File: src/rtl/pc_sequencer_if.sv
// pc_sequencer_if: fetch-side bundle (stall/branch/jump in, pc/pc_seq/pc_valid/halted/misalign out, redirect_cnt with PC_SEQUENCER_STATS_EN); master=fetch control, slave=sequencer
interface pc_sequencer_if #(parameter int WIDTH = 32);
  logic stall, branch_taken, jump;
  logic [WIDTH-1:0] branch_target, jump_target, pc, pc_seq;
  logic pc_valid, halted, misalign;
`ifdef PC_SEQUENCER_STATS_EN
  logic [15:0] redirect_cnt;
  modport master(output stall, branch_taken, branch_target, jump, jump_target,
                 input pc, pc_seq, pc_valid, halted, misalign, redirect_cnt);
  modport slave(input stall, branch_taken, branch_target, jump, jump_target,
                output pc, pc_seq, pc_valid, halted, misalign, redirect_cnt);
`else
  modport master(output stall, branch_taken, branch_target, jump, jump_target,
                 input pc, pc_seq, pc_valid, halted, misalign);
  modport slave(input stall, branch_taken, branch_target, jump, jump_target,
                output pc, pc_seq, pc_valid, halted, misalign);
`endif
endinterface

File: src/rtl/pc_sequencer.sv
// pc_sequencer: boot/run/halt fetch PC generator (ports clk, rst, bus: stall/branch/jump in, pc/pc_seq/pc_valid/halted/misalign out; PC_SEQUENCER_STATS_EN adds bus.redirect_cnt)
module pc_sequencer #(
  parameter int WIDTH = 32,
  parameter int unsigned STEP = 4,
  parameter logic [WIDTH-1:0] RESET_VECTOR = '0,
  parameter logic [WIDTH-1:0] END_ADDR = WIDTH'(32764)
) (
  input logic clk,
  input logic rst,
  pc_sequencer_if.slave bus
);
  localparam logic [WIDTH-1:0] STEP_W = WIDTH'(STEP);
  localparam logic [WIDTH-1:0] LOW = STEP_W - WIDTH'(1);
  typedef enum logic [1:0] {BOOT, RUN, HALT} state_t;
  state_t state, state_n;
  logic [WIDTH-1:0] pc_r, seq_r, pc_n, seq_n, tgt, cand;
  logic mis_r, mis_n, redir, over, load;
  always_comb begin
    redir = bus.jump | bus.branch_taken;
    tgt = bus.jump ? bus.jump_target : bus.branch_target;
    cand = redir ? tgt & ~LOW : bus.stall ? pc_r : pc_r + STEP_W;
    over = (END_ADDR != '0) && (cand >= END_ADDR);
    load = (state == RUN) && !over;
    state_n = state == BOOT ? RUN : (state == RUN && over) ? HALT : state;
    pc_n = load ? cand : pc_r;
    seq_n = load ? cand + STEP_W : seq_r;
    mis_n = mis_r | ((state == RUN) && redir && ((tgt & LOW) != '0));
  end
  always_ff @(posedge clk) begin
    if (rst) begin
      state <= BOOT;
      pc_r <= RESET_VECTOR;
      seq_r <= RESET_VECTOR + STEP_W;
      mis_r <= 1'b0;
    end else begin
      state <= state_n;
      pc_r <= pc_n;
      seq_r <= seq_n;
      mis_r <= mis_n;
    end
  end
  assign bus.pc = pc_r;
  assign bus.pc_seq = seq_r;
  assign bus.pc_valid = state == RUN;
  assign bus.halted = state == HALT;
  assign bus.misalign = mis_r;
`ifdef PC_SEQUENCER_STATS_EN
  logic [15:0] cnt;
  always_ff @(posedge clk) begin
    if (rst) cnt <= '0;
    else if (load && redir && cnt != 16'hFFFF) cnt <= cnt + 16'd1;
  end
  assign bus.redirect_cnt = cnt;
`endif
endmodule

File: src/flat_wrapper.sv
// flat-port wrapper written by rule: the top's interface ports become plain ports
module pc_sequencer_flat 
#(
  parameter int WIDTH = 32,
  parameter int unsigned STEP = 4,
  parameter logic [WIDTH-1:0] RESET_VECTOR = '0,
  parameter logic [WIDTH-1:0] END_ADDR = WIDTH'(32764)
)
  (clk, rst, bus_stall, bus_branch_taken, bus_branch_target, bus_jump, bus_jump_target, bus_pc, bus_pc_seq, bus_pc_valid, bus_halted, bus_misalign);
  pc_sequencer_if #(.WIDTH(WIDTH)) bus_i ();
  input logic clk;
  input logic rst;
  input wire logic [$bits(bus_i.stall)-1:0] bus_stall;
  input wire logic [$bits(bus_i.branch_taken)-1:0] bus_branch_taken;
  input wire logic [$bits(bus_i.branch_target)-1:0] bus_branch_target;
  input wire logic [$bits(bus_i.jump)-1:0] bus_jump;
  input wire logic [$bits(bus_i.jump_target)-1:0] bus_jump_target;
  output wire logic [$bits(bus_i.pc)-1:0] bus_pc;
  output wire logic [$bits(bus_i.pc_seq)-1:0] bus_pc_seq;
  output wire logic [$bits(bus_i.pc_valid)-1:0] bus_pc_valid;
  output wire logic [$bits(bus_i.halted)-1:0] bus_halted;
  output wire logic [$bits(bus_i.misalign)-1:0] bus_misalign;
  assign bus_i.stall = bus_stall;
  assign bus_i.branch_taken = bus_branch_taken;
  assign bus_i.branch_target = bus_branch_target;
  assign bus_i.jump = bus_jump;
  assign bus_i.jump_target = bus_jump_target;
  assign bus_pc = bus_i.pc;
  assign bus_pc_seq = bus_i.pc_seq;
  assign bus_pc_valid = bus_i.pc_valid;
  assign bus_halted = bus_i.halted;
  assign bus_misalign = bus_i.misalign;
  pc_sequencer #(.WIDTH(WIDTH), .STEP(STEP), .RESET_VECTOR(RESET_VECTOR), .END_ADDR(END_ADDR)) u_core (.clk(clk), .rst(rst), .bus(bus_i));
endmodule
File: config.mk
export PLATFORM = sky130hd
export DESIGN_NAME = pc_sequencer_flat
export DESIGN_NICKNAME = d
export VERILOG_FILES = /design/src/rtl/pc_sequencer_if.sv /design/src/rtl/pc_sequencer.sv /design/src/flat_wrapper.sv
export SDC_FILE = /design/constraint.sdc
export NUM_CORES = 1
export LEC_CHECK = 0
export CAP_MARGIN = 40
export CORE_MARGIN = 2
export CORE_UTILIZATION = 40
export CTS_CLUSTER_SIZE = 16
export DETAILED_ROUTE_END_ITERATION = 10
export GPL_ROUTABILITY_DRIVEN = 0
export PLACE_DENSITY_LB_ADDON = 0.1
export RECOVER_POWER = 100
export SLEW_MARGIN = 20
export SYNTH_ARGS = -nofsm -noshare
export SYNTH_HDL_FRONTEND = slang
export SYNTH_SLANG_ARGS = --single-unit
File: constraint.sdc
create_clock -name clk -period 4.3 [get_ports clk]
set_input_delay 0.43 -clock clk [delete_from_list [all_inputs] [get_ports clk]]
set_output_delay 0.43 -clock clk [all_outputs]
set_load 0.01 [all_outputs]
After elaboration in Yosys (flattened, before gate mapping):

Cells that the tools add are included.

* add/sub/neg operators: 2
* reductions and logical operators: 9
* bitwise operators: 2
* order comparisons: 1
* equality and inequality tests: 2
* mux-type cells: 5

Operators by type and width (count)
* $mux W32: 3
* $add A32 B3 Y32 const B: 2
* $ge A32 B15 Y1 const B: 1
* $reduce_bool A32 Y1: 1
* $logic_and A1 B1 Y1: 4
* $eq A2 B1 Y1 const B: 1
* $eq A2 B2 Y1 const B: 1
* $logic_not A2 Y1: 1
* $mux W1: 2
* $or A1 B1 Y1: 2
* $reduce_bool A2 Y1: 1
* $reduce_or A2 Y1: 1
* $logic_not A1 Y1: 1

* word-level logic and storage cells: 26
* output and inout port bits: 67
* bits of input ports: 69
* register bits after elaboration: 67

Logic depth before layout (Yosys ltp):

* depth after elaboration: 7
* gate-level depth with buffers: 14
* depth with buffers taken out: 12

Worst setup path before layout:

No wires, ideal clock.

* path kind: flip-flop to flip-flop
* start: register u_core.pc_r[8], in the netlist u_core.bus.pc[8]
* end: register u_core.seq_r[14], in the netlist u_core.bus.pc_seq[14]
* required time: 4.228 ns
* setup time: 0.072 ns
* arrival: 3.098 ns
* setup slack: 1.130 ns
* buffers on the path: 3
* period minus slack after synthesis: 3.170 ns
* cell stages (with the launch flop): 12
* path through: dfxtp_1 > clkbuf_2 > nand4_4 > or4_1 > or4_1 > a2111oi_2 > o22ai_1 > nor4_4 > and2_1 > buf_4 > buf_6 > mux2i_1

* longest elaborated chain between the ends: 6
* elaborated cells between the ends (all ways): 7
* those cells by class: add/sub (2); order compare (1); mux (2); reduce/logical (2)

RTL lines
* start: declaration: RTL line pc_sequencer.sv:16 `logic [WIDTH-1:0] pc_r, seq_r, pc_n, seq_n, tgt, cand;`
* start signal: assignment: RTL line pc_sequencer.sv:37 `pc_r <= pc_n;`
* $add A32 B3 Y32: RTL line pc_sequencer.sv:21 `cand = redir ? tgt & ~LOW : bus.stall ? pc_r : pc_r + STEP_W;`
* $mux W32 * (2 in series): RTL line pc_sequencer.sv:21
* $ge A32 B15 Y1: RTL line pc_sequencer.sv:22 `over = (END_ADDR != '0) && (cand >= END_ADDR);`
* $logic_not A1 Y1: RTL line pc_sequencer.sv:23 `load = (state == RUN) && !over;`
* $logic_and A1 B1 Y1: RTL line pc_sequencer.sv:23
* end signal: assignment: RTL line pc_sequencer.sv:33 `seq_r <= RESET_VECTOR + STEP_W;`
* end signal: assignment: RTL line pc_sequencer.sv:38 `seq_r <= seq_n;`
* end: declaration: RTL line pc_sequencer.sv:16

Mark *: on every way between the ends. The rest lies on a longest branch, timed or not.
A chain may end at the register's enable or synchronous reset.

Final worst setup path:

* start: register u_core.pc_r[7], in the netlist u_core.bus.pc[7]
* end: register u_core.seq_r[12], in the netlist u_core.bus.pc_seq[12]

The elaborated chain is that of the path after synthesis.

==> reports/metrics.yaml <==
status: "finished clean"
setup_violations: 0
p_per_area_nw_per_um2: 255
finalSetupTns_ns: 0
rows: 34
hold_path_depth: 2
crit_fanout: 22
setup.worst_path.end: "u_core.bus.pc_seq[12]$_SDFFE_PP0P_"
worst_pin_slew_ns: 0.627
grt_max_degree: 31
cts_root_buf: "clkbuf_8"
dieHeight_um: 98.4
grt-ovfl-total: 0
finalNonFillerCells: 681
syn_nets: 503
hold_class: "flop to flop"
yosys_warnings: 0
cts_resized: 0
crit_path_start_kind: "flop"
slew_headroom: 0.577
placed_cell_area_um2: 5080
syn2layout_area_growth_pct: 47.6
crit_path_frequent_cell: "or4_1"
critPathMaxStageDelay_ns: 0.61
grtUsageTotal: 0.244
h-tree-depth: 3
antenna_found_initial: 0
dieArea_um2: 9680
post-route-util: 0.606
cts_hold_buffers: 0
multi_input_area_um2: 2050
synthFlopType: "dfxtp_1"
n_antenna_cell: 0
drt-wirelength-per-cell_um: 17.4
numCtsBuffers: 9
ant_nets: 0
syn_area_um2: 3560
r2r_end: "u_core.bus.pc_seq[12]$_SDFFE_PP0P_"
dieWidth_um: 98.4
avgSynthCellArea_um2: 8.25
finalHoldViolCount: 0
io_pins: 136
drtPass1Iterations: 6
crit_path_cell_trace: "nand4_1 > or4_1 > or4_1 > a2111oi_2 > o22ai_1 > nor4_4 > buf_4 > nand2_1 > mux2_2"
max_freq_ghz: 0.259
crit_start: "u_core.bus.pc[7]$_SDFFE_PP0P_"
grt_pass1_vias: 3727
layout-drive-gt1-share: 0.0873
worstSetupEndpointType: "flop"
yosysSeqAreaShare: 0.365
dpl.hpwl_um: 8910
peakVddDrop_mv: 0.165
nNetsFinal: 639
drv_slew: 0
reg2reg_from: "u_core.bus.pc[7]$_SDFFE_PP0P_"
dp.cells: 665
grt_pass1_wl_um: 19200
wl_um: 11900
insertion_delay_ns: 0.35
drc_errors: 0
synthArstFlopShare: 0
clockBufferDepth: 2
max-cap-violations: 0
fin_area_um2: 5260
vias_per_cell: 5.69
period_needed_ns: 3.86
n_fill_cell: 782
ys_ff_latch: 65
cp.arrival_ns: 4.09
worstSetupPathType: "flop to flop"
p_leak_nw: 2.07
finClkSkew_ns: 0.0104
rsz0062_at_grt: "no"
clk_pin_slew_ns: 0.06
synth_edf_count: 0
power_w: 0.00134
initialDrtViolationCount: 351
io_buffers: 135
syn_inst: 432
r2r_cells: 9
clock_sinks: 65
synthDistinctLibCells: 70
regToRegSetupSlack_ns: 0.44
post-cts-setup-buffers: 0
num_vias: 3877
start_util: 0.411
cts_tree: "yes"
core_area_um2: 8680
cp.required_ns: 4.53
critical-path-slowest-cell: "or4_1"
fin_crit_sh: 0.898
regArea_um2: 1300
==> per-layer routing <==
metal  GRT usage  part of all wire  up-vias
met3      0.0730              0.10       30
met4      0.0706             0.019        0
met2       0.377              0.44      233
met5           0                 0        -
met1       0.330              0.43     1752
li1            -                 -     1862
==> power by group <==
group          total (W)  internal (W)  switching, W
sequential      0.000615      0.000609    0.00000661
combinational   0.000208      0.000107      0.000101
clock           0.000517      0.000281      0.000235
==> layout by cell type, fill, tap and decap left out, drive strengths merged, types with 17 or more instances in the layout <==
cell type       n
dlygate4sd3    68
clkdlybuf4s50  67
dfxtp          65
nand2          43
and2           32
nand4          22
o21ai          22
buf            20
nor4           19
a21oi          17
==> cells in the mapped netlist, types with 2 or more instances <==
cell type,n,share of area
inv_1,14,0.015
buf_4,4,0.0084
o21ai_1,7,0.0098
o21ai_0,15,0.021
o31a_1,6,0.015
nand2b_1,3,0.0053
a31oi_1,2,0.0035
or3_1,3,0.0053
clkbuf_1,20,0.021
nand3_1,16,0.022
o31ai_1,4,0.0084
a31o_2,6,0.015
o22a_1,2,0.0049
dfxtp_1,65,0.37
xnor2_1,13,0.032
and2_1,31,0.054
a22oi_1,3,0.0063
o211ai_1,4,0.0084
nor4_1,18,0.032
or2_2,2,0.0035
a211oi_1,2,0.0042
a21oi_1,17,0.024
and3_1,6,0.011
and4_1,4,0.0098
nor3_1,15,0.021
xor2_1,9,0.022
ha_1,2,0.0070
o211a_1,2,0.0056
buf_2,3,0.0042
or4_1,5,0.011
nand2_1,43,0.045
a22o_1,2,0.0049
nand4_1,21,0.037
a31o_1,2,0.0049
mux2i_1,5,0.014
o22ai_1,2,0.0035
nor2_1,16,0.017
o21a_1,2,0.0042
nor2b_1,5,0.0088
==> layout make-up <==
class / instances / share of cell area
Sequential cell: 65 / 0.247
Timing Repair Buffer: 155 / 0.289
Inverter: 15 / 0.0107
Clock inverter: 5 / 0.0105
Clock buffer: 11 / 0.0269
Tap cell: 108 / 0.0257
Multi-Input combinational cell: 322 / 0.390
==> worst min-delay path by stage <==
stage / start / endpoint / slack [ns]
after floorplan: u_core.state[1]$_SDFFE_PP0P_ / u_core.state[1]$_SDFFE_PP0P_ / 0.48
after global placement: u_core.bus.pc_seq[30]$_SDFFE_PP0P_ / u_core.bus.pc_seq[30]$_SDFFE_PP0P_ / 0.44
after detailed placement: u_core.bus.pc_seq[20]$_SDFFE_PP0P_ / u_core.bus.pc_seq[20]$_SDFFE_PP0P_ / 0.44
after CTS: u_core.bus.pc_seq[18]$_SDFFE_PP0P_ / u_core.bus.pc_seq[18]$_SDFFE_PP0P_ / 0.46
after global routing: u_core.bus.pc_seq[22]$_SDFFE_PP0P_ / u_core.bus.pc_seq[22]$_SDFFE_PP0P_ / 0.47
final: u_core.bus.pc_seq[14]$_SDFFE_PP0P_ / u_core.bus.pc_seq[14]$_SDFFE_PP0P_ / 0.46
==> stage by stage <==
step / hold slack [ns] / setup slack, ns
2_1_floorplan: 0.478 / 1.13
3_3_place_gp: 0.443 / 0.584
3_5_place_dp: 0.444 / 0.538
4_1_cts: 0.464 / 0.650
5_1_grt: 0.473 / 0.238
6_report: 0.456 / 0.438
==> critical path, delay by kind of cell, from the launching register on <==
kind / cells / cell delay, ns
and+or+nand+nor: 5 / 2.00
AOI/OAI and AO/OA: 2 / 0.57
buffers and inverters: 1 / 0.29
DFF: 1 / 0.57
muxes: 1 / 0.30
==> sequential cells by signal, summed over array words and instances, names as in the netlist <==
name,cells
u_core.bus.misalign,1
u_core.state,2
u_core.bus.pc_seq,32
u_core.bus.pc,30
==> logic make-up (layout without fill, tap and decap cells) <==
group / count (synthesis) / in the layout / synth area share
buf+inv: 45 / 186 / 0.0551
xor+xnor: 22 / 22 / 0.0541
simple gates: 195 / 195 / 0.305
mux: 6 / 6 / 0.0172
compound gates: 97 / 97 / 0.196
fa+ha+maj: 2 / 2 / 0.00702
flops: 65 / 65 / 0.365
Power figures use the tool's default switching activity.
